<file path="config.mk">
export PLATFORM = sky130hd
export DESIGN_NAME = note_lane_gen
export DESIGN_NICKNAME = d
export VERILOG_FILES = /design/src/rtl/bnw_game_pkg.sv /design/src/rtl/note_slot.sv /design/src/rtl/note_lane_gen.sv
export SDC_FILE = /design/constraint.sdc
export NUM_CORES = 1
export LEC_CHECK = 0
export CAP_MARGIN = 20
export CORE_MARGIN = 1.5
export CORE_UTILIZATION = 58
export CTS_CLUSTER_SIZE = 16
export DETAILED_ROUTE_END_ITERATION = 8
export DONT_BUFFER_PORTS = 1
export GPL_TIMING_DRIVEN = 0
export PLACE_DENSITY = 0.76
export SYNTH_ARGS = -nofsm -noshare
export SYNTH_HDL_FRONTEND = slang
export SYNTH_SLANG_ARGS = --single-unit
</file>
<file path="constraint.sdc">
create_clock -name clk -period 2.3 [get_ports clk]
set_input_delay 0 -clock clk [delete_from_list [all_inputs] [get_ports clk]]
set_output_delay 0 -clock clk [all_outputs]
set_load 0.01 [all_outputs]
</file>
<file path="src/rtl/bnw_game_pkg.sv">
// Shared constants and helpers for the black-and-white piano game.
// Holds the screen geometry defaults for falling blocks, the beat counter
// width, and the schedule matcher used by every note lane.
package bnw_game_pkg;

  localparam int H_W_DEF     = 10;
  localparam int BEAT_W_DEF  = 7;
  localparam int SPAWN_H_DEF = 120;
  localparam int OFF_H_DEF   = 720;

  // Upper bounds of the schedule matcher: at most SCHED_MAX_ENT entries of
  // at most BEAT_W_MAX bits each, packed into SCHED_MAX_BITS.
  localparam int BEAT_W_MAX     = 16;
  localparam int SCHED_MAX_ENT  = 32;
  localparam int SCHED_MAX_BITS = 512;

  // True when beat equals any of the first sched_len entries of sched.
  // Entry i lives at bits [i*beat_w +: beat_w]; entry 0 in the LSBs.
  // Duplicate entries simply match more than once, which is harmless.
  function automatic logic sched_match(
    input logic [BEAT_W_MAX-1:0]     beat,
    input logic [SCHED_MAX_BITS-1:0] sched,
    input int                        sched_len,
    input int                        beat_w
  );
    logic                  found;
    logic [BEAT_W_MAX-1:0] entry;
    found = 1'b0;
    for (int i = 0; i < SCHED_MAX_ENT; i++) begin
      entry = '0;
      if (i < sched_len) begin
        for (int b = 0; b < BEAT_W_MAX; b++) begin
          if (b < beat_w) entry[b] = sched[i*beat_w + b];
        end
        if (entry == beat) found = 1'b1;
      end
    end
    return found;
  endfunction

endpackage

</file>
<file path="src/rtl/note_slot.sv">
// One falling-block height register.
// clear (or reset) parks the slot at OFF_H, load places a new block at
// SPAWN_H, advance moves an active block down by STEP and saturates at
// OFF_H, which frees the slot. expired flags the edge on which motion
// alone frees the slot.
module note_slot #(
  parameter int H_W     = 10,
  parameter int SPAWN_H = 120,
  parameter int OFF_H   = 720,
  parameter int STEP    = 1
) (
  input  logic           clk,
  input  logic           rst,
  input  logic           load,
  input  logic           clear,
  input  logic           advance,
  output logic [H_W-1:0] h,
  output logic           active,
  output logic           expired
);

  localparam logic [H_W-1:0] SPAWN_V = H_W'(SPAWN_H);
  localparam logic [H_W-1:0] OFF_V   = H_W'(OFF_H);
  localparam logic [H_W:0]   OFF_X   = (H_W+1)'(OFF_H);
  localparam logic [H_W:0]   STEP_X  = (H_W+1)'(STEP);

  logic [H_W:0]   sum;
  logic           sat;
  logic [H_W-1:0] next_h;

  // One extra bit on the sum so a large STEP can never wrap to a low height.
  always_comb begin
    sum     = {1'b0, h} + STEP_X;
    sat     = (sum >= OFF_X);
    next_h  = sat ? OFF_V : sum[H_W-1:0];
    active  = (h != OFF_V);
    expired = active && advance && !clear && sat;
  end

  // Height register: clear beats load beats motion; free slots stay parked.
  always_ff @(posedge clk) begin
    if (rst || clear) begin
      h <= OFF_V;
    end else if (load) begin
      h <= SPAWN_V;
    end else if (advance && active) begin
      h <= next_h;
    end
  end

endmodule

</file>
<file path="src/rtl/note_lane_gen.sv">
// Falling-note lane: NUM_SLOTS concurrent blocks, spawned on beat-count
// edges that appear in SCHED and moved down by STEP per tick.
// Build option NOTE_LANE_HIT_JUDGE_EN enables key-press judging (hit/miss);
// without it hit and miss are held at 0 and key_press is ignored.
// Handshake note: there is no valid/ready traffic here; every pulse output
// (spawn_ovf, hit, miss) is a registered single-cycle strobe, high for
// exactly the one cycle following the edge that sampled its cause.
module note_lane_gen
  import bnw_game_pkg::*;
#(
  parameter int NUM_SLOTS = 4,
  parameter int H_W       = H_W_DEF,
  parameter int BEAT_W    = BEAT_W_DEF,
  parameter int SPAWN_H   = SPAWN_H_DEF,
  parameter int OFF_H     = OFF_H_DEF,
  parameter int STEP      = 1,
  parameter int SCHED_LEN = 5,
  parameter logic [SCHED_LEN*BEAT_W-1:0] SCHED = {7'd92, 7'd56, 7'd32, 7'd20, 7'd2},
  parameter int HIT_LO    = 600,
  parameter int HIT_HI    = 680
) (
  input  logic                     clk,
  input  logic                     rst,
  input  logic                     restart,
  input  logic                     stop_or_endgame,
  input  logic [BEAT_W-1:0]        beat_cnt,
  input  logic                     key_press,
  output logic [NUM_SLOTS*H_W-1:0] block_h,
  output logic [NUM_SLOTS-1:0]     slot_active,
  output logic                     spawn_ovf,
  output logic                     hit,
  output logic                     miss
);

  localparam logic [SCHED_MAX_BITS-1:0] SCHED_PAD = SCHED_MAX_BITS'(SCHED);

  logic                 lane_rst;
  logic [BEAT_W-1:0]    pre_beat;
  logic                 beat_add;
  logic                 spawn_req;
  logic                 any_free;
  logic [NUM_SLOTS-1:0] load_vec;
  logic [NUM_SLOTS-1:0] clear_vec;
  logic [NUM_SLOTS-1:0] expired_vec;
  logic [H_W-1:0]       h_arr [NUM_SLOTS];

  assign lane_rst = rst || restart;

  // Spawn request: rising beat count that lands on a scheduled beat.
  always_comb begin
    beat_add  = (beat_cnt > pre_beat);
    spawn_req = beat_add &&
                sched_match(BEAT_W_MAX'(beat_cnt), SCHED_PAD, SCHED_LEN, BEAT_W);
  end

  // Priority allocator: lowest-index slot that is free before this edge.
  // A slot freed on this edge (motion or hit) still reads active here, so
  // it only becomes allocatable from the next edge.
  always_comb begin
    load_vec = '0;
    any_free = 1'b0;
    for (int i = 0; i < NUM_SLOTS; i++) begin
      if (!slot_active[i] && !any_free) begin
        load_vec[i] = spawn_req;
        any_free    = 1'b1;
      end
    end
  end

  for (genvar g = 0; g < NUM_SLOTS; g++) begin : g_slot
    note_slot #(
      .H_W     (H_W),
      .SPAWN_H (SPAWN_H),
      .OFF_H   (OFF_H),
      .STEP    (STEP)
    ) u_slot (
      .clk     (clk),
      .rst     (lane_rst),
      .load    (load_vec[g]),
      .clear   (clear_vec[g]),
      .advance (!stop_or_endgame),
      .h       (h_arr[g]),
      .active  (slot_active[g]),
      .expired (expired_vec[g])
    );
    assign block_h[g*H_W +: H_W] = h_arr[g];
  end

  // Beat history and spawn overflow strobe.
  always_ff @(posedge clk) begin
    if (lane_rst) begin
      pre_beat  <= '0;
      spawn_ovf <= 1'b0;
    end else begin
      pre_beat  <= beat_cnt;
      spawn_ovf <= spawn_req && !any_free;
    end
  end

`ifdef NOTE_LANE_HIT_JUDGE_EN

  localparam logic [H_W-1:0] HIT_LO_V = H_W'(HIT_LO);
  localparam logic [H_W-1:0] HIT_HI_V = H_W'(HIT_HI);

  logic                 tgt_found;
  logic [H_W-1:0]       best_h;
  logic [NUM_SLOTS-1:0] tgt_sel;

  // Hit target: in-window active slot with the largest pre-edge height;
  // strict compare keeps the lowest index on ties.
  always_comb begin
    tgt_found = 1'b0;
    best_h    = '0;
    tgt_sel   = '0;
    for (int i = 0; i < NUM_SLOTS; i++) begin
      if (slot_active[i] && (h_arr[i] >= HIT_LO_V) && (h_arr[i] <= HIT_HI_V) &&
          (!tgt_found || (h_arr[i] > best_h))) begin
        tgt_found  = 1'b1;
        best_h     = h_arr[i];
        tgt_sel    = '0;
        tgt_sel[i] = 1'b1;
      end
    end
    clear_vec = (key_press && tgt_found) ? tgt_sel : '0;
  end

  // Judge strobes: a press miss and an expiry on the same edge merge.
  always_ff @(posedge clk) begin
    if (lane_rst) begin
      hit  <= 1'b0;
      miss <= 1'b0;
    end else begin
      hit  <= key_press && tgt_found;
      miss <= (key_press && !tgt_found) || (|expired_vec);
    end
  end

`else

  logic unused_judge;

  // Judging disabled: expiry frees slots silently and presses are ignored.
  always_comb begin
    clear_vec    = '0;
    unused_judge = key_press ^ (|expired_vec);
  end

  assign hit  = 1'b0;
  assign miss = 1'b0;

`endif

endmodule

</file>
### Word level (Yosys, flattened, before mapping)

Index checks and enable logic that the tools add are counted.

* add/sub/neg operators: 4
* order comparisons: 5
* equal/unequal tests: 9
* multiplexer cells: 25
* reductions and logical operators: 25

Operator list (count)
* 2-to-1 mux 10 bit: 12
* adder 10 x 1 -> 11 bit, second input constant: 4
* greater-or-equal comparator 11 x 10 -> 1 bit, second input constant: 4
* inequality test 10 bit, second input constant: 4
* equality test 6 x 7 -> 1 bit, first input constant: 2
* 2-to-1 mux 1 bit: 13
* logical AND 1 bit: 9
* nonzero test 2 bit: 4
* OR reduction 2 bit: 4
* equality test 2 x 7 -> 1 bit, first input constant: 1
* equality test 5 x 7 -> 1 bit, first input constant: 1
* equality test 7 bit, first input constant: 1
* greater-than comparator 7 bit: 1
* logical NOT 1 bit: 7
* logical OR 1 bit: 1

* register bits after elaboration: 48
* bits of input ports: 12
* output and inout port bits: 47
* logic and storage cells: 78

### Logic depth before layout (Yosys ltp)

Gate-level depths: netlist of the first run.

* word-level depth: 12
* mapped depth: 10

### Cells and area by module

Synthesis of the first run repeated with hierarchy kept, for this count alone.

* cell total of the unflattened synthesis: 490
* area total of the unflattened synthesis: 3871.2 µm²

By module, submodules not included
* note_slot: instances 4, cells each 107, area each 837.1 µm², seq. area each 200.2 µm²
* note_lane_gen: instances 1, cells each 62, area each 523.0 µm², seq. area each 160.2 µm²

### Worst setup path after synthesis of the first run

OpenSTA, ideal clock, no wires.

* path kind: flip-flop to flip-flop
* start: register g_slot[2].u_slot.h[1]
* end: register g_slot[2].u_slot.h[3]
* setup time: 0.074 ns
* arrival: 2.241 ns
* setup slack: -0.015 ns
* stages on the path, launching flop included: 8
* path through: dfxtp_1 -> ha_1 -> nand4_1 -> a211o_1 -> a221oi_2 -> o31ai_4 -> or4_1 -> a31oi_1

* longest elaborated chain between the ends: 5

RTL lines
* start, declared: RTL line note_slot.sv:17 `output logic [H_W-1:0] h,`
* start signal, assigned: RTL line note_slot.sv:47 `h <= next_h;`
* adder 10 x 1 -> 11 bit / inequality test 10 bit (equally long branches): RTL line note_slot.sv:33, note_slot.sv:36
* greater-or-equal comparator 11 x 10 -> 1 bit / logical NOT 1 bit (equally long branches): RTL line note_slot.sv:34, note_lane_gen.sv:63
* 2-to-1 mux 10 bit / logical AND 1 bit (equally long branches): RTL line note_slot.sv:35, note_lane_gen.sv:63
* 2-to-1 mux 10 bit / 2-to-1 mux 1 bit (equally long branches): RTL line note_slot.sv:46, note_lane_gen.sv:63
* 2-to-1 mux 10 bit / nonzero test 2 bit (equally long branches)

Parallel ways exist; a longest one is shown, timed or not. The select of a mux whose other input is x is not followed.
A chain may end at the register's enable or synchronous reset.

### Worst setup path after layout of the first run

* start: register g_slot[1].u_slot.h[2]
* end: register g_slot[1].u_slot.h[3]

* longest elaborated chain between the ends: 5

RTL lines (RTL line)
* start, declared: note_slot.sv:17
* start signal, assigned: note_slot.sv:47
* adder 10 x 1 -> 11 bit / inequality test 10 bit (equally long branches): note_slot.sv:33, note_slot.sv:36
* greater-or-equal comparator 11 x 10 -> 1 bit / logical NOT 1 bit (equally long branches): note_slot.sv:34, note_lane_gen.sv:63
* 2-to-1 mux 10 bit / logical AND 1 bit (equally long branches): note_slot.sv:35, note_lane_gen.sv:63
* 2-to-1 mux 10 bit / 2-to-1 mux 1 bit (equally long branches): note_slot.sv:46, note_lane_gen.sv:63
* 2-to-1 mux 10 bit / nonzero test 2 bit (equally long branches)

Parallel ways exist; a longest one is shown, timed or not. The select of a mux whose other input is x is not followed.

==> results of run 1 <==
==> state kept, by name, indices dropped and copies added, names as in the netlist <==
register,cells
spawn_ovf,1
g_slot.u_slot.h,40
pre_beat,7
==> worst max-delay path: stages (launching register included) <==
cell and delay (ns):
dfxtp_2 0.35, clkbuf_4 0.18, and4_1 0.21, buf_4 0.16, a31oi_1 0.21, o2111ai_1 0.15, o211ai_2 0.27, nand2_1 0.12
or3_1 0.38, a31oi_1 0.19
==> cells by family after synthesis <==
family / after synthesis / synth area share
flops: 48 / 0.262
compound gates: 129 / 0.241
fa+ha+maj: 15 / 0.0512
other cells: 1 / 0.00102
buf+inv: 68 / 0.0900
simple gates: 209 / 0.331
xor+xnor: 2 / 0.00478
mux: 7 / 0.0194
==> placed cells by master, fill, tap and decap left out, types with 8 or more instances in the layout <==
master | netlist | layout
nand2_1 | 42 | 38
buf_4 | 10 | 32
a21oi_1 | 31 | 30
nor2_1 | 29 | 29
inv_1 | 28 | 28
dfxtp_2 | 0 | 26
nand3_1 | 25 | 24
a31oi_1 | 17 | 15
dfxtp_1 | 48 | 15
o21ai_0 | 14 | 12
dlygate4sd3_1 | 0 | 10
nor3_1 | 10 | 9
ha_1 | 15 | 9
and2_1 | 10 | 8
or3_1 | 9 | 8
==> path summary, 6_finish.rpt <==
| check | end | slack, ns |
|---|---|---|
| min reg2reg | g_slot[0].u_slot.h[1]$_SDFFE_PP0P_ | 0.54 |
| max | g_slot[1].u_slot.h[3]$_SDFFE_PP0P_ | 0.02 |
| max reg2reg | g_slot[1].u_slot.h[3]$_SDFFE_PP0P_ | 0.02 |
| min | g_slot[3].u_slot.h[4]$_SDFFE_PP1P_ | 0.12 |
==> through the flow <==
| step | cell area (sq um) | setup WS, ns | TNS (ns) | hold slack (ns) |
|---|---|---|---|---|
| 2_1_floorplan | 3680 | 0.00371 | 0 | 0.122 |
| 3_3_place_gp | 3770 | -0.228 | -2.45 | 0.123 |
| 3_5_place_dp | 3770 | -0.241 | -2.90 | 0.128 |
| 4_1_cts | 4160 | 0.000443 | 0 | 0.0266 |
| 5_1_grt | 4550 | -0.0936 | -0.375 | 0.169 |
| 6_report | 4550 | 0.0196 | 0 | 0.121 |
==> layout make-up <==
| class | count | area, sq um | area share |
|---|---|---|---|
| Sequential cell | 48 | 1020 | 0.224 |
| Multi-Input combinational cell | 365 | 2730 | 0.599 |
| Clock inverter | 2 | 16.3 | 0.00358 |
| Inverter | 31 | 116 | 0.0256 |
| Clock buffer | 6 | 72.6 | 0.0160 |
| Timing Repair Buffer | 31 | 258 | 0.0567 |
| Buffer | 35 | 246 | 0.0542 |
| Tap cell | 75 | 93.8 | 0.0206 |
==> power groups by stage <==
stage	logic, mW	clock network, mW	registers [mW]
4_1_cts	0.137	0.528	0.838
6_report	0.155	0.522	0.835
5_1_grt	0.169	0.569	0.836
3_5_place_dp	0.113	0	0.862
3_3_place_gp	0.111	0	0.862
2_1_floorplan	0.0865	0	0.861
==> per-layer routing <==
| layer | vias up | part of all wire | track usage | routed length (um) |
|---|---|---|---|---|
| li1 | 1852 | - | - | - |
| met1 | 1887 | 0.42 | 0.395 | 4450 |
| met2 | 198 | 0.47 | 0.472 | 4950 |
| met3 | 33 | 0.084 | 0.0637 | 887 |
| met4 | 0 | 0.028 | 0.108 | 294 |
| met5 | - | 0 | 0 | 0 |
==> synth_stat cells, types with 3 or more instances <==
cell and instances:
and3_1 9, nor4_1 8, o2111ai_1 3, or4_1 5, and2_1 10, o31ai_1 4, o22ai_1 6, nand3_1 25
a21o_1 3, nand3b_1 7, buf_2 12, a211oi_1 4, a221o_1 3, nand4b_1 4, or2_2 3, o211ai_1 4
nand2_1 42, inv_1 28, nand2b_1 7, a21oi_1 31, nor2_1 29, o21ai_1 7, nand4_1 7, mux2i_1 6
ha_1 15, dfxtp_1 48, nor3_1 10, nor2b_1 6, and4_1 5, buf_6 3, or3_1 9, buf_4 10
clkbuf_1 11, o21bai_1 3, a31oi_1 17, a22oi_1 5, o21ai_0 14
==> what timing repair did <==
action | in CTS | in global routing
hold buffers | 8 | 2
endpoints found under the setup margin | 37 | 31
resized for setup | 39 | 86
gates cloned | 0 | 1
hold endpoints to repair | 9 | 4
buffers inserted | 10 | 11
pin swaps | 20 | 28
==> flow_summary.ini, run 1 <==
[status]
outcome = finished clean

[power_and_ir_drop]
switching_power_mw = 0.400
p_int_mw = 1.11
p_leak_nw = 1.68
pwr-share-comb = 0.103
clockPowerShare = 0.345
p_total_mw = 1.51
power.share.switching = 0.265
seqPwrFrac = 0.552
irDropWorstVdd_v = 0.000264
p_per_area_mw_per_mm2 = 332

[worst_setup_path]
required_ns = 2.52
startpoint_type = flip-flop
startpoint = g_slot[1].u_slot.h[2]$_SDFFE_PP0P_
endpoint_kind = flip-flop
path_class = flip-flop to flip-flop
critPathMaxFanout = 9
r2r_cells = 9
regToRegStartpoint = g_slot[1].u_slot.h[2]$_SDFFE_PP0P_
arrival_ns = 2.50

[final_layout]
synthToLayoutAreaGrowth_pct = 24.0
layout-drive-gt1-share = 0.307
diodes = 0
nNetsFinal = 544
n_fill_cell = 434
fin_util = 0.755
layoutNonFillerInstCount = 593

[floorplanning]
io_pins = 59
die_w_um = 82.5
fp.dieH_um = 82.5
num_rows = 28
core_area_sq_mm = 0.00603
die_area_sq_mm = 0.00681
start_util = 0.609

[synth]
synthTopCellsByArea = dfxtp_1, ha_1, nand2_1, a21oi_1, nand3_1
yosysWarnings = 0
synth_area_sq_mm = 0.00367
async_flop_share = 0
synthCells = 479
synth.largest_area_cell = dfxtp_1
synth_top_area_frac = 0.262
syn_avg_cell_area_sq_um = 7.66
synth_edf_count = 0
ys_types = 84
synth_flop_cell = dfxtp_1
ys_seq_area_frac = 0.262
ys_ff_latch = 48

[detailed_routing]
vias = 3970
ant_nets = 0
firstDrtPassIters = 5
via_per_inst = 6.69
wire_per_inst_um = 17.8
wirelength_um = 10600
drc = 0
dr.first_iter.drc_count = 424

[grt]
grt_start_max_net_pins = 16
grt_pass1_wl_um = 15800
grt_usage = 0.297
antenna_found_initial = 0
grt_overflow = 0
grt_pass1_vias = 3344

[cts]
clock_tree.root_cell = clkbuf_8
cts_tree = built
insertion_delay_ns = 0.31
cts_max_path_buffers = 2
cts.sinks = 48
h-tree-depth = 2
cts.reportedPaths.clkPinSlew_ns = 0.10
tritoncts.num_buffers = 5

[placement]
io_buffers = 0
hpwl_um = 6790
gp_congestion = 0.968
place_inst = 555

[sta]
drv_slew = 0
period_share = 0.991
finClkSkew_ns = 0.00963
slew_headroom = 0.582
tightest_slew_ns = 0.627
rsz0062_at_grt = yes
setup_violations = 0
fmax_mhz = 439
layout_min_cycle_time_ns = 2.28
hold_violations = 0

[min_path]
holdCritPathClass = input pin to flip-flop
hold_start = stop_or_endgame
hold_depth = 3

[flow_run]
max_cap_violations = 0
(Power assumes the default switching activity.)
==> inputs of run 2 (changes only) <==
- CORE_MARGIN: 1.5 -> 8
- RECOVER_POWER: default -> 25
==> flow_summary.ini, run 2 (synthesized netlist as in run 1, its figures left out) <==
[status]
outcome = finished clean

[detailed_routing]
drt-met1-wl_um = 4480
wl_met2_um = 5450
routed.top_layer = met4
wl_met3_um = 1090
wirelength_um = 11200
via_per_inst = 6.63
ant_nets = 0
firstDrtPassIters = 5
dr.first_iter.drc_count = 240
drc = 0
wire_per_inst_um = 19.0
vias = 3927

[min_path]
hold_start = stop_or_endgame
holdPathEnd = g_slot[2].u_slot.h[6]$_SDFFE_PP1P_
hold_depth = 3
holdCritPathClass = input pin to flip-flop

[flow_run]
max_cap_violations = 0

[final_layout]
layout_common_cells = nand2_1, a21oi_1, nor2_1
largest_reg_flops = 40
diodes = 0
layout-drive-gt1-share = 0.291
fin_util = 0.722
synthToLayoutAreaGrowth_pct = 22.8
nNetsFinal = 541
top_regs = g_slot.u_slot.h x40, pre_beat x7, spawn_ovf x1
final_common_cell = nand2_1
top_register = g_slot.u_slot.h

[worst_setup_path]
reg2reg_to = g_slot[1].u_slot.h[7]$_SDFFE_PP1P_
critPathSlowestCell = or4_4
critPathMaxFanout = 7
path_class = flip-flop to flip-flop
startpoint_type = flip-flop
required_ns = 2.50
arrival_ns = 2.46
path_buf_inv = 1
crit_family = compound AO/OA/AOI/OAI gates
r2r_cells = 8
regToRegStartpoint = pre_beat[4]$_SDFF_PP0_
endpoint_kind = flip-flop
r2r_setup_slack_ns = 0.05
crit_chain = inv_1 > ha_1 > and3_4 > a31oi_4 > o21ai_1 > o21bai_4 > or4_4 > a221o_1
slowest_delay_ns = 0.56

[placement]
io_buffers = 0
gp_congestion = 0.936
hpwl_um = 7220

[power_and_ir_drop]
p_leak_nw = 1.66
p_total_mw = 1.54
irDropWorstVdd_v = 0.000269
p_per_area_mw_per_mm2 = 343

[sta]
period_share = 0.980
finClkSkew_ns = 0.0152
whs_ns = 0.116
fmax_mhz = 444
layout_min_cycle_time_ns = 2.25
tns_ns = 0
rsz0062_at_grt = yes
setup_violations = 0
slew_headroom = 0.536
drv_slew = 0
tightest_slew_ns = 0.689
hold_violations = 0

[cts]
insertion_delay_ns = 0.31
h-tree-depth = 2
cts_tree = built
cts.sinks = 48
clock_tree.root_cell = clkbuf_8
cts_max_path_buffers = 2
cts.reportedPaths.clkPinSlew_ns = 0.10
tritoncts.num_buffers = 5

[grt]
grt_usage = 0.235
antenna_found_initial = 0
grt_pass1_wl_um = 17200
grt_pass1_vias = 3511
grt_overflow = 0
grt_start_max_net_pins = 15

[floorplanning]
die_w_um = 95.5
start_util = 0.588
num_rows = 29
core_area_sq_mm = 0.00624
io_pins = 59
die_area_sq_mm = 0.00913
fp.dieH_um = 95.5
-- run 2: worst register-to-register path, cell delays in order, from the launching register on --
cell and delay, ns:
dfxtp_1 0.32, inv_1 0.04, ha_1 0.27, and3_4 0.18, a31oi_4 0.17, o21ai_1 0.08
o21bai_4 0.21, or4_4 0.56, a221o_1 0.33
-- run 2: layout make-up --
cell class | instances | area [sq um]
sequential | 48 | 1020
clock inverter | 1 | 7.51
fill | 465 | 1740
tap | 77 | 96.3
buffer | 33 | 219
inverter | 31 | 116
clock buffer | 7 | 86.3
multi-input combinational | 364 | 2690
timing repair buffer | 31 | 265
-- run 2: report_power, final --
group | internal, mW | switching [mW]
clock network | 0.245 | 0.303
logic | 0.0680 | 0.0934
registers | 0.827 | 0.00625
-- run 2: metrics by stage --
stage	worst slack, ns	instance area [sq um]	cells
final	0.0453	4510	592
after global routing	-0.0609	4510	592
after CTS	0.000206	4190	580
after detailed placement	-0.324	3770	557
after global placement	-0.237	3770	557
after floorplan	0.00371	3680	480
-- run 2: what timing repair did --
item                                    in CTS  in global routing
buffers inserted                             8                 13
endpoints found under the hold margin       10                  3
resized for setup                           52                 63
endpoints found under the setup margin      38                 35
hold buffers                                 8                  2
pin swaps                                   15                 22
gates cloned                                 0                  0
-- run 2: metal layers --
layer / track usage / up-vias
met5: 0 / -
met4: 0.0819 / 0
met2: 0.389 / 223
met3: 0.0488 / 28
li1: - / 1844
met1: 0.294 / 1832
-- run 2: worst max path at each step --
stage	depth (start not counted)	start	slack [ns]	endpoint
2_1_floorplan	9	g_slot[3].u_slot.h[1]$_SDFFE_PP0P_	0.004	g_slot[3].u_slot.h[3]$_SDFFE_PP0P_
3_3_place_gp	7	g_slot[0].u_slot.h[1]$_SDFFE_PP0P_	-0.24	g_slot[0].u_slot.h[7]$_SDFFE_PP1P_
3_5_place_dp	7	g_slot[0].u_slot.h[1]$_SDFFE_PP0P_	-0.32	g_slot[0].u_slot.h[7]$_SDFFE_PP1P_
4_1_cts	9	g_slot[3].u_slot.h[0]$_SDFFE_PP0P_	0.0002	g_slot[3].u_slot.h[5]$_SDFFE_PP0P_
5_1_grt	9	g_slot[2].u_slot.h[1]$_SDFFE_PP0P_	-0.06	g_slot[2].u_slot.h[4]$_SDFFE_PP1P_
6_report	8	pre_beat[4]$_SDFF_PP0_	0.05	g_slot[1].u_slot.h[7]$_SDFFE_PP1P_
